<file path="src/rtl/mem_bus_arbiter_if.sv">
// -----------------------------------------------------------------------------
// mem_bus_arbiter_if
//
// Bundles every signal between the memory bus arbiter and its neighbours:
// the I-cache refill port, the D-cache miss/write port and the external
// memory bus.
//
// Handshake rules, all sampled on the rising clock edge:
//   - Cache side: ic_req / dc_req are levels. The requester holds the request
//     and its qualifiers (addr, we, wdata) stable until it sees the matching
//     one-cycle ack. ic_rdata / dc_rdata are valid only in the ack cycle
//     (dc_rdata only for reads).
//   - Memory side: mem_req is held, with mem_addr / mem_we / mem_wdata
//     stable, until mem_ack is sampled high. mem_ack is a single-cycle
//     completion, and mem_rdata is valid with it.
//
// Modports:
//   slave  - the arbiter's view (cache requests and memory responses in,
//            cache responses and the bus request out).
//   master - the environment's view: caches plus memory, the mirror image.
// -----------------------------------------------------------------------------
interface mem_bus_arbiter_if #(
    parameter int AW = 32,
    parameter int DW = 32
);
    // I-cache refill port
    logic          ic_req;
    logic [AW-1:0] ic_addr;
    logic          ic_ack;
    logic [DW-1:0] ic_rdata;

    // D-cache miss / write port
    logic          dc_req;
    logic          dc_we;
    logic [AW-1:0] dc_addr;
    logic [DW-1:0] dc_wdata;
    logic          dc_ack;
    logic [DW-1:0] dc_rdata;
    logic          wbuf_busy;

    // External memory bus
    logic          mem_req;
    logic          mem_we;
    logic [AW-1:0] mem_addr;
    logic [DW-1:0] mem_wdata;
    logic [DW-1:0] mem_rdata;
    logic          mem_ack;
    logic          bus_err;

    modport slave (
        input  ic_req, ic_addr,
        input  dc_req, dc_we, dc_addr, dc_wdata,
        input  mem_rdata, mem_ack,
        output ic_ack, ic_rdata,
        output dc_ack, dc_rdata, wbuf_busy,
        output mem_req, mem_we, mem_addr, mem_wdata, bus_err
    );

    modport master (
        output ic_req, ic_addr,
        output dc_req, dc_we, dc_addr, dc_wdata,
        output mem_rdata, mem_ack,
        input  ic_ack, ic_rdata,
        input  dc_ack, dc_rdata, wbuf_busy,
        input  mem_req, mem_we, mem_addr, mem_wdata, bus_err
    );
endinterface

</file>
<file path="src/rtl/mem_bus_arbiter.sv">
// -----------------------------------------------------------------------------
// mem_bus_arbiter
//
// Shares the single external memory bus between the I-cache refill port and
// the D-cache miss/write port. D-side stores go into a one-entry posted write
// buffer: they are acknowledged at once and drained to the bus later. A bus
// watchdog aborts transactions that never see mem_ack.
//
// Parameters:
//   AW      - address width
//   DW      - data width
//   TIMEOUT - bus cycles without mem_ack before an abort; 0 disables it
//
// Ports:
//   clk  - clock
//   rst  - asynchronous, active-low reset
//   bus  - mem_bus_arbiter_if.slave with the cache ports and the memory bus:
//          ic_req/ic_addr    -> ic_ack/ic_rdata      (I-side reads)
//          dc_req/dc_we/dc_addr/dc_wdata -> dc_ack/dc_rdata (D-side)
//          wbuf_busy         posted write buffer occupied
//          mem_req/mem_we/mem_addr/mem_wdata, mem_rdata/mem_ack (bus)
//          bus_err           one-cycle pulse on a watchdog abort
//
// Every output is a flop. The FSM state is kept in the `state` signal so it
// can be observed hierarchically.
// -----------------------------------------------------------------------------
module mem_bus_arbiter #(
    parameter int AW      = 32,
    parameter int DW      = 32,
    parameter int TIMEOUT = 255
) (
    input  logic             clk,
    input  logic             rst,
    mem_bus_arbiter_if.slave bus
);

    // Watchdog counter width. One bit is kept when the watchdog is disabled,
    // so the vector stays legal.
    localparam int WDW = (TIMEOUT > 0) ? $clog2(TIMEOUT + 1) : 1;

    // The abort fires at the end of the TIMEOUT-th bus cycle without an ack.
    // The counter starts at 0 in the first bus cycle, so that cycle is the
    // one in which the counter holds TIMEOUT-1.
    localparam logic [WDW-1:0] WD_LAST = (TIMEOUT > 0) ? WDW'(TIMEOUT - 1) : WDW'(0);

    typedef enum logic [1:0] {
        IDLE    = 2'd0,
        BUS_IRD = 2'd1,
        BUS_DRD = 2'd2,
        BUS_DWR = 2'd3
    } state_t;

    state_t         state;
    logic           last_grant;   // side that won the last I/D conflict: 0 = I, 1 = D
    logic [WDW-1:0] wd_cnt;
    logic [AW-1:0]  wbuf_addr;
    logic [DW-1:0]  wbuf_data;

    // -------------------------------------------------------------------------
    // Request qualification
    // -------------------------------------------------------------------------
    logic i_elig;
    logic drd_elig;
    logic drain_elig;
    logic d_elig;
    logic conflict;
    logic grant_d;
    logic wr_accept;
    logic wd_expire;

    // The ack terms stop a request that is still held high during its own
    // ack cycle from being served a second time.
    assign i_elig     = bus.ic_req & ~bus.ic_ack;

    // A D-read waits while the buffer holds a store. The store then reaches
    // the bus first, so a read never passes an older write.
    assign drd_elig   = bus.dc_req & ~bus.dc_we & ~bus.dc_ack & ~bus.wbuf_busy;
    assign drain_elig = bus.wbuf_busy;
    assign d_elig     = drd_elig | drain_elig;

    // On a conflict, the side that lost the previous conflict wins. After
    // reset last_grant points at I, so D wins the first conflict. Grants made
    // without a conflict leave last_grant alone.
    assign conflict   = i_elig & d_elig;
    assign grant_d    = d_elig & (~i_elig | ~last_grant);

    // The buffer takes a store in any state, as long as it is empty. The
    // !dc_ack term keeps a store held into its ack cycle from being taken
    // twice.
    assign wr_accept  = bus.dc_req & bus.dc_we & ~bus.wbuf_busy & ~bus.dc_ack;

    assign wd_expire  = (TIMEOUT > 0) && (wd_cnt == WD_LAST);

    // -------------------------------------------------------------------------
    // FSM, posted write buffer and all registered outputs
    // -------------------------------------------------------------------------
    always_ff @(posedge clk or negedge rst) begin
        if (!rst) begin
            state         <= IDLE;
            last_grant    <= 1'b0;
            wd_cnt        <= '0;
            wbuf_addr     <= '0;
            wbuf_data     <= '0;
            bus.wbuf_busy <= 1'b0;
            bus.ic_ack    <= 1'b0;
            bus.ic_rdata  <= '0;
            bus.dc_ack    <= 1'b0;
            bus.dc_rdata  <= '0;
            bus.mem_req   <= 1'b0;
            bus.mem_we    <= 1'b0;
            bus.mem_addr  <= '0;
            bus.mem_wdata <= '0;
            bus.bus_err   <= 1'b0;
        end else begin
            // Acks and the error flag are single-cycle pulses.
            bus.ic_ack  <= 1'b0;
            bus.dc_ack  <= 1'b0;
            bus.bus_err <= 1'b0;

            // Posted write acceptance runs independently of the bus FSM.
            // It cannot coincide with a drain completion because it needs an
            // empty buffer. It cannot coincide with a D-read ack either,
            // because the D port carries only one request at a time.
            if (wr_accept) begin
                wbuf_addr     <= bus.dc_addr;
                wbuf_data     <= bus.dc_wdata;
                bus.wbuf_busy <= 1'b1;
                bus.dc_ack    <= 1'b1;
            end

            case (state)
                IDLE: begin
                    if (i_elig | d_elig) begin
                        bus.mem_req <= 1'b1;
                        wd_cnt      <= '0;
                        if (conflict) begin
                            last_grant <= grant_d;
                        end
                        if (grant_d) begin
                            if (drain_elig) begin
                                // Draining the buffer takes priority over a D-read.
                                state         <= BUS_DWR;
                                bus.mem_we    <= 1'b1;
                                bus.mem_addr  <= wbuf_addr;
                                bus.mem_wdata <= wbuf_data;
                            end else begin
                                state         <= BUS_DRD;
                                bus.mem_we    <= 1'b0;
                                bus.mem_addr  <= bus.dc_addr;
                                bus.mem_wdata <= '0;
                            end
                        end else begin
                            state         <= BUS_IRD;
                            bus.mem_we    <= 1'b0;
                            bus.mem_addr  <= bus.ic_addr;
                            bus.mem_wdata <= '0;
                        end
                    end
                end

                default: begin
                    // BUS_IRD, BUS_DRD and BUS_DWR share completion and abort
                    // handling. They differ only in which port gets the result.
                    // If mem_ack arrives in the threshold cycle, the ack wins.
                    if (bus.mem_ack) begin
                        bus.mem_req <= 1'b0;
                        state       <= IDLE;
                        case (state)
                            BUS_IRD: begin
                                bus.ic_rdata <= bus.mem_rdata;
                                bus.ic_ack   <= 1'b1;
                            end
                            BUS_DRD: begin
                                bus.dc_rdata <= bus.mem_rdata;
                                bus.dc_ack   <= 1'b1;
                            end
                            default: begin
                                // The drain finished. The store was already
                                // acked when it was accepted.
                                bus.wbuf_busy <= 1'b0;
                            end
                        endcase
                    end else if (wd_expire) begin
                        // The watchdog gives up. Reads are completed with zero
                        // data so the requester does not stall forever, and a
                        // stuck drain discards the buffered store.
                        bus.mem_req <= 1'b0;
                        bus.bus_err <= 1'b1;
                        state       <= IDLE;
                        case (state)
                            BUS_IRD: begin
                                bus.ic_rdata <= '0;
                                bus.ic_ack   <= 1'b1;
                            end
                            BUS_DRD: begin
                                bus.dc_rdata <= '0;
                                bus.dc_ack   <= 1'b1;
                            end
                            default: begin
                                bus.wbuf_busy <= 1'b0;
                            end
                        endcase
                    end else if (TIMEOUT > 0) begin
                        // The counter stops at WD_LAST because the abort fires
                        // there, so it never wraps.
                        wd_cnt <= wd_cnt + WDW'(1);
                    end
                end
            endcase
        end
    end

endmodule
</file>
<file path="src/flat_wrapper.sv">
// flat-port wrapper written by rule: the top's interface ports become plain ports
module mem_bus_arbiter_flat 
#(
    parameter int AW      = 32,
    parameter int DW      = 32,
    parameter int TIMEOUT = 255
)
  (clk, rst, bus_ic_req, bus_ic_addr, bus_dc_req, bus_dc_we, bus_dc_addr, bus_dc_wdata, bus_mem_rdata, bus_mem_ack, bus_ic_ack, bus_ic_rdata, bus_dc_ack, bus_dc_rdata, bus_wbuf_busy, bus_mem_req, bus_mem_we, bus_mem_addr, bus_mem_wdata, bus_bus_err);
  mem_bus_arbiter_if #(.AW(AW), .DW(DW)) bus_i ();
  input  logic clk;
  input  logic rst;
  input wire logic [$bits(bus_i.ic_req)-1:0] bus_ic_req;
  input wire logic [$bits(bus_i.ic_addr)-1:0] bus_ic_addr;
  input wire logic [$bits(bus_i.dc_req)-1:0] bus_dc_req;
  input wire logic [$bits(bus_i.dc_we)-1:0] bus_dc_we;
  input wire logic [$bits(bus_i.dc_addr)-1:0] bus_dc_addr;
  input wire logic [$bits(bus_i.dc_wdata)-1:0] bus_dc_wdata;
  input wire logic [$bits(bus_i.mem_rdata)-1:0] bus_mem_rdata;
  input wire logic [$bits(bus_i.mem_ack)-1:0] bus_mem_ack;
  output wire logic [$bits(bus_i.ic_ack)-1:0] bus_ic_ack;
  output wire logic [$bits(bus_i.ic_rdata)-1:0] bus_ic_rdata;
  output wire logic [$bits(bus_i.dc_ack)-1:0] bus_dc_ack;
  output wire logic [$bits(bus_i.dc_rdata)-1:0] bus_dc_rdata;
  output wire logic [$bits(bus_i.wbuf_busy)-1:0] bus_wbuf_busy;
  output wire logic [$bits(bus_i.mem_req)-1:0] bus_mem_req;
  output wire logic [$bits(bus_i.mem_we)-1:0] bus_mem_we;
  output wire logic [$bits(bus_i.mem_addr)-1:0] bus_mem_addr;
  output wire logic [$bits(bus_i.mem_wdata)-1:0] bus_mem_wdata;
  output wire logic [$bits(bus_i.bus_err)-1:0] bus_bus_err;
  assign bus_i.ic_req = bus_ic_req;
  assign bus_i.ic_addr = bus_ic_addr;
  assign bus_i.dc_req = bus_dc_req;
  assign bus_i.dc_we = bus_dc_we;
  assign bus_i.dc_addr = bus_dc_addr;
  assign bus_i.dc_wdata = bus_dc_wdata;
  assign bus_i.mem_rdata = bus_mem_rdata;
  assign bus_i.mem_ack = bus_mem_ack;
  assign bus_ic_ack = bus_i.ic_ack;
  assign bus_ic_rdata = bus_i.ic_rdata;
  assign bus_dc_ack = bus_i.dc_ack;
  assign bus_dc_rdata = bus_i.dc_rdata;
  assign bus_wbuf_busy = bus_i.wbuf_busy;
  assign bus_mem_req = bus_i.mem_req;
  assign bus_mem_we = bus_i.mem_we;
  assign bus_mem_addr = bus_i.mem_addr;
  assign bus_mem_wdata = bus_i.mem_wdata;
  assign bus_bus_err = bus_i.bus_err;
  mem_bus_arbiter #(.AW(AW), .DW(DW), .TIMEOUT(TIMEOUT)) u_core (.clk(clk), .rst(rst), .bus(bus_i));
endmodule
</file>
<file path="config.mk">
export PLATFORM = sky130hd
export DESIGN_NAME = mem_bus_arbiter_flat
export DESIGN_NICKNAME = d
export VERILOG_FILES = /design/src/rtl/mem_bus_arbiter_if.sv /design/src/rtl/mem_bus_arbiter.sv /design/src/flat_wrapper.sv
export SDC_FILE = /design/constraint.sdc
export NUM_CORES = 1
export LEC_CHECK = 0
export CAP_MARGIN = 5
export CORE_UTILIZATION = 42
export CTS_CLUSTER_SIZE = 28
export DETAILED_ROUTE_END_ITERATION = 12
export PLACE_DENSITY = 0.75
export SYNTH_ARGS = -nofsm -noshare
export SYNTH_HDL_FRONTEND = slang
export SYNTH_SLANG_ARGS = --single-unit
</file>
<file path="constraint.sdc">
create_clock -name clk -period 1.9 [get_ports clk]
set_clock_uncertainty 0.2 [all_clocks]
set_input_delay 0.38 -clock clk [delete_from_list [all_inputs] [get_ports clk]]
set_output_delay 0.38 -clock clk [all_outputs]
set_load 0.005 [all_outputs]
</file>
# --- After elaboration in Yosys (flattened, before gate mapping) ---
# Cells that the tools add are included.
op_classes:
  reduce_logical: 10
  muxes: 45
  bitwise_logic: 19
  n_addsub: 1
  n_eq_ne: 6
op_table:
  columns: ["cell", "n"]
  rows:
  - ["32-bit 2-to-1 mux", 12]
  - ["8-bit 2-to-1 mux", 4]
  - ["1-bit 2-to-1 mux", 24]
  - ["3-bit AND reduction", 4]
  - ["2-bit 2-to-1 mux", 5]
  - ["1-bit AND", 9]
  - ["8-bit by 1-bit adder with 8-bit output, second input constant", 1]
  - ["8-bit == test, second input constant", 1]
  - ["1-bit NOT", 7]
  - ["2-bit by 1-bit inequality test with 1-bit output, second input constant", 2]
  - ["2-bit AND reduction", 2]
  - ["1-bit bitwise OR", 3]
  - ["3-bit nonzero test", 1]
  - ["2-bit by 1-bit == test with 1-bit output, second input constant", 1]
  - ["2-bit == test, second input constant", 1]
  - ["2-bit logical NOT", 1]
  - ["2-bit inequality test, second input constant", 1]
  - ["2-bit nonzero test", 1]
  - ["2-bit OR reduction", 1]
word_totals:
  out_inout_bits: 134
  inputBits: 134
  reg_bits: 209

# --- Depth between registers and ports, before layout ---
# Gate-level depths: netlist of the first run.
logic_depth:
  ltp_word: 9
  ltp_mapped: 8
  depth_no_buf: 6

# --- Worst setup path before layout of the first run ---
# OpenSTA, ideal clock, no wires.
synth_timing:
  kind: "register to register"
  start: "register u_core.wd_cnt[0]"
  end: "register u_core.bus.dc_rdata[0]"
  stages_incl_launch_ff: 8
  t_arrival_ns: 1.591
  setup_ns: 0.121
  slack_ns: -0.012
  t_required_ns: 1.579
  path_cell_list: "dfrtp_1 > inv_1 > ha_1 > nand3_2 > o31ai_4 > nand2_4 > buf_6 > a22o_1"
synth_between:
  elab_chain_cells: 3
synth_rtl:
  columns: ["element", "line_no", "text"]
  rows:
  - ["from (decl)", "mem_bus_arbiter.sv:55", "logic [WDW-1:0] wd_cnt;"]
  - ["from (signal assigned)", "mem_bus_arbiter.sv:206", "wd_cnt <= wd_cnt + WDW'(1);"]
  - ["8-bit == test", "mem_bus_arbiter.sv:92", "assign wd_expire = (TIMEOUT > 0) && (wd_cnt == WD_LAST);"]
  - ["2-bit nonzero test (no line)", null, null]
  - ["3-bit AND reduction (no line)", null, null]
  - ["to (signal assigned)", "mem_bus_arbiter.sv:174", "bus.dc_rdata <= bus.mem_rdata;"]
  - ["to (decl)", "mem_bus_arbiter_if.sv:55", "output dc_ack, dc_rdata, wbuf_busy,"]
# Every way passes these cells.
# A chain may end at the register's enable or synchronous reset.

# --- Worst setup path in the final report of the first run ---
layout_timing:
  start: "register u_core.wd_cnt[0]"
  end: "register u_core.bus.ic_rdata[10]"
layout_between:
  elab_chain_cells: 3
layout_rtl:
  columns: ["element", "line_no", "text"]
  rows:
  - ["8-bit == test", "mem_bus_arbiter.sv:92", null]
  - ["2-bit nonzero test (no line)", null, null]
  - ["3-bit AND reduction (no line)", null, null]
  - ["to (signal assigned)", "mem_bus_arbiter.sv:170", "bus.ic_rdata <= bus.mem_rdata;"]
  - ["to (decl)", "mem_bus_arbiter_if.sv:54", "output ic_ack, ic_rdata,"]
# Every way passes these cells.

==> metrics.yaml, run 1 <==
route:
  wl_mm: 25.8
  route.met3.wl_mm: 1.21
  dr.pass1.iters: 4
  top_layer: "met4"
  dr_wl_met2_mm: 12.5
  met1Wirelength_mm: 11.3
  avgViaCountPerCell: 5.35
  num_vias: 7109
  wl_per_cell_um: 19.4
  drtAntennaViolNets: 0
  drc_errors: 0
  drtIter0Drc: 283
finish:
  diodes: 0
  layout_common_cells: "208 x dfrtp_1, 134 x dlygate4sd2_1, 132 x clkdlybuf4s50_1"
  layout-drive-gt1-share_pct: 20.3
  fillers: 1486
  final_net_count: 1190
  area_growth_pct: 53.5
  final_cells: 1330
  final_common_cell: "dfrtp_1"
setup_path:
  crit_start: "u_core.wd_cnt[0]"
  cp_data_arrival_time_ns: 2.14
  start_kind: "register"
  r2r_cells: 9
  cp-end-kind: "register"
  critical_path_class: "register to register"
  crit_fanout: 5
  required_ns: 2.09
  r2r_start: "u_core.wd_cnt[0]"
  r2r-end: "u_core.bus.ic_rdata[10]"
  r2r_slack_ns: -0.05
placed_design:
  numPortBuffers: 267
  dp_hpwl_mm: 16.4
  gp_congestion: 0.777
  place_inst: 1255
logic_synthesis:
  syn_nets: 870
  yosys_most_used_dff: "dfrtp_1"
  syn_inst: 730
  synth_cell_types: 44
  synth_top_area_share_pct: 60.9
  synth_largest_area_cell: "dfrtp_1"
  synth.top_cells.by_area: "dfrtp_1 61%, mux2_2 8.4%, a22o_1 6.3%, nand2_1 4.5%, a31oi_1 2.3%"
  ys_ff_latch: 209
  synth_edf_count: 0
  syn_area_mm2: 0.00859
  async_reset_ff_share_pct: 100
  syn_avg_cell_area_um2: 11.8
  yosys_warnings: 0
  yosysSeqAreaShare_pct: 60.9
sta:
  relSlewSlack_pct: 67.2
  post-route-period-util_pct: 103
  max_freq_ghz: 0.513
  worst_pin_slew_ns: 0.492
  grt_setup_unrepaired: "yes"
  setup_ws_ns: -0.0510
  drv_slew: 0
  setup_viol: 34
  fin_crit_ns: 1.95
  hold_viol: 0
cts:
  cts_buffers: 22
  clock-root-buffer: "clkbuf_16"
  cts_max_level: 1
  clock_sinks: 209
  clk_pin_slew_ns: 0.06
  cts_tree: "yes"
  cts_buffer_depth: 3
  worstSkewPairLatency_ns: 0.50
global_route:
  grt_pass1_wl_mm: 39.8
  grt_use_total_pct: 23.7
  grt_max_degree: 53
  grt_pass1_vias: 7254
  overflow: 0
  grt_antenna_before_repair: 0
die:
  dieWidth_um: 145
  ios: 268
  coreArea_mm2: 0.0197
  start_util_pct: 43.5
  dieArea_mm2: 0.0210
  die-height_um: 145
  rows: 51
power_and_ir_drop:
  max-vdd-ir-drop_mv: 0.799
  p_per_area_mw_per_mm2: 1580
  cellLeakagePower_uw: 0.00625
  total_power_uw: 20800
  p_switching_uw: 6900
  internal_power_uw: 13900
  switching_share_pct: 33.1
  clockPowerShare_pct: 21.0
  pwr-share-comb_pct: 42.5
  power_frac_seq_pct: 36.6
job:
  maxCapViolations: 0
status:
  violations: "negative setup slack"
  outcome: "finished, violations left"
hold_path:
  hp-class: "primary input to async pin"
## flip-flops by register name, summed over array words and instances, names as in the netlist
name                  cells
u_core.wbuf_data         32
u_core.bus.ic_rdata      32
u_core.bus.dc_rdata      32
u_core.wbuf_addr         32
u_core.bus.bus_err        1
u_core.bus.wbuf_busy      1
u_core.state              2
u_core.last_grant         1
u_core.wd_cnt             8
u_core.bus.mem_wdata     32
u_core.bus.dc_ack         1
u_core.bus.mem_we         1
u_core.bus.mem_addr      32
u_core.bus.mem_req        1
u_core.bus.ic_ack         1
## metal layers
metal / vias to the layer above / global-route usage, %
met5: - / 0
met4: 0 / 8.62
met3: 47 / 3.55
met2: 224 / 39.0
met1: 3595 / 31.8
li1: 3243 / -
## worst max-delay path, stage by stage (launching register included)
cell     delay, ns
dfrtp_1       0.40
inv_2         0.09
ha_4          0.14
nand3_4       0.09
o31ai_4       0.26
buf_6         0.16
nand2_8       0.08
buf_6         0.13
buf_6         0.10
a22o_1        0.18
## worst max path at each step
stage | to | slack (ns) | cells after the start
global route | u_core.bus.ic_rdata[10] | -0.12 | 9
global placement | u_core.wbuf_addr[27] | -0.42 | 5
floorplan | u_core.bus.dc_rdata[0] | 0.03 | 7
detailed placement | u_core.wbuf_addr[24] | -0.47 | 5
CTS | u_core.wbuf_addr[21] | -0.09 | 4
finish | u_core.bus.ic_rdata[10] | -0.05 | 9
## metrics by stage
stage | setup TNS [ns] | worst slack, ns | hold slack [ns] | instance area (um^2) | util (%)
after floorplan | 0 | 0.0335 | -0.116 | 8590 | -
after global placement | -45.31 | -0.419 | 0.191 | 11900 | 60.3
after detailed placement | -49.93 | -0.466 | 0.197 | 11900 | 60.3
after CTS | -1.40 | -0.0914 | 0.229 | 12800 | 64.9
after global routing | -6.72 | -0.122 | 0.260 | 13200 | 66.8
final | -0.304 | -0.0510 | 0.216 | 13200 | 66.8
## final cells by class
class / instances / area (um^2) / share of cell area (%)
Sequential cell: 209 / 5230 / 39.7
Timing Repair Buffer: 351 / 3590 / 27.2
Multi-Input combinational cell: 457 / 3250 / 24.7
Clock buffer: 32 / 649 / 4.93
Tap cell: 265 / 332 / 2.52
Clock inverter: 7 / 87.6 / 0.665
Inverter: 9 / 37.5 / 0.285
## power by group through the flow
stage / Combinational [uW] / Clock, uW / Sequential, uW
final: 8850 / 4370 / 7620
after global routing: 9580 / 4620 / 7830
after CTS: 8310 / 4450 / 7550
after detailed placement: 8670 / 0 / 7640
after global placement: 8450 / 0 / 7570
after floorplan: 4030 / 0 / 7540
## logic make-up (layout without fill, tap and decap cells)
logic type | count (synthesis) | count (layout) | synth area share, %
AO/OA/AOI/OAI | 183 | 183 | 14.6
XOR/XNOR | 1 | 1 | 0.102
adder cells (fa/ha/maj) | 6 | 6 | 0.874
flip-flops | 209 | 209 | 60.9
multiplexers | 67 | 67 | 8.74
buffers and inverters | 64 | 399 | 4.07
AND/OR/NAND/NOR | 200 | 200 | 10.7
## synth_stat cells (2+ instances only)
cell	instances
a211oi_1	3
a21oi_1	38
a22o_1	62
a22o_2	2
a31o_2	3
a31oi_1	32
and2_1	3
and3_2	3
and3b_1	2
buf_1	5
buf_2	17
buf_6	11
clkbuf_1	20
dfrtp_1	209
ha_1	6
inv_1	9
mux2_2	64
mux2i_1	3
nand2_1	102
nand2_4	2
nand3_1	34
nand3_2	2
nand4_1	2
nor2_1	35
nor2b_1	2
nor3_1	5
o21ai_0	36
o31a_1	2
## repair_timing
item / 4_1_cts / 5_1_grt
cloned: 5 / 4
hold buffers: 1 / 0
endpoints found under the setup margin: 244 / 151
pin swaps: 5 / 4
gates resized for setup: 152 / 57
setup buffers: 16 / 10
hold endpoints to repair: 45 / 0
(Power assumes the default switching activity.)
==> run 2: changes to the inputs <==
--- a/config.mk
+++ b/config.mk
@@ -10,6 +10,7 @@
 export CTS_CLUSTER_SIZE = 28
 export DETAILED_ROUTE_END_ITERATION = 12
 export PLACE_DENSITY = 0.75
+export SLEW_MARGIN = 20
 export SYNTH_ARGS = -nofsm -noshare
 export SYNTH_HDL_FRONTEND = slang
 export SYNTH_SLANG_ARGS = --single-unit
==> results of run 2 <==
Same layout as run 1: the final DEF is identical, and so are final timing and power.
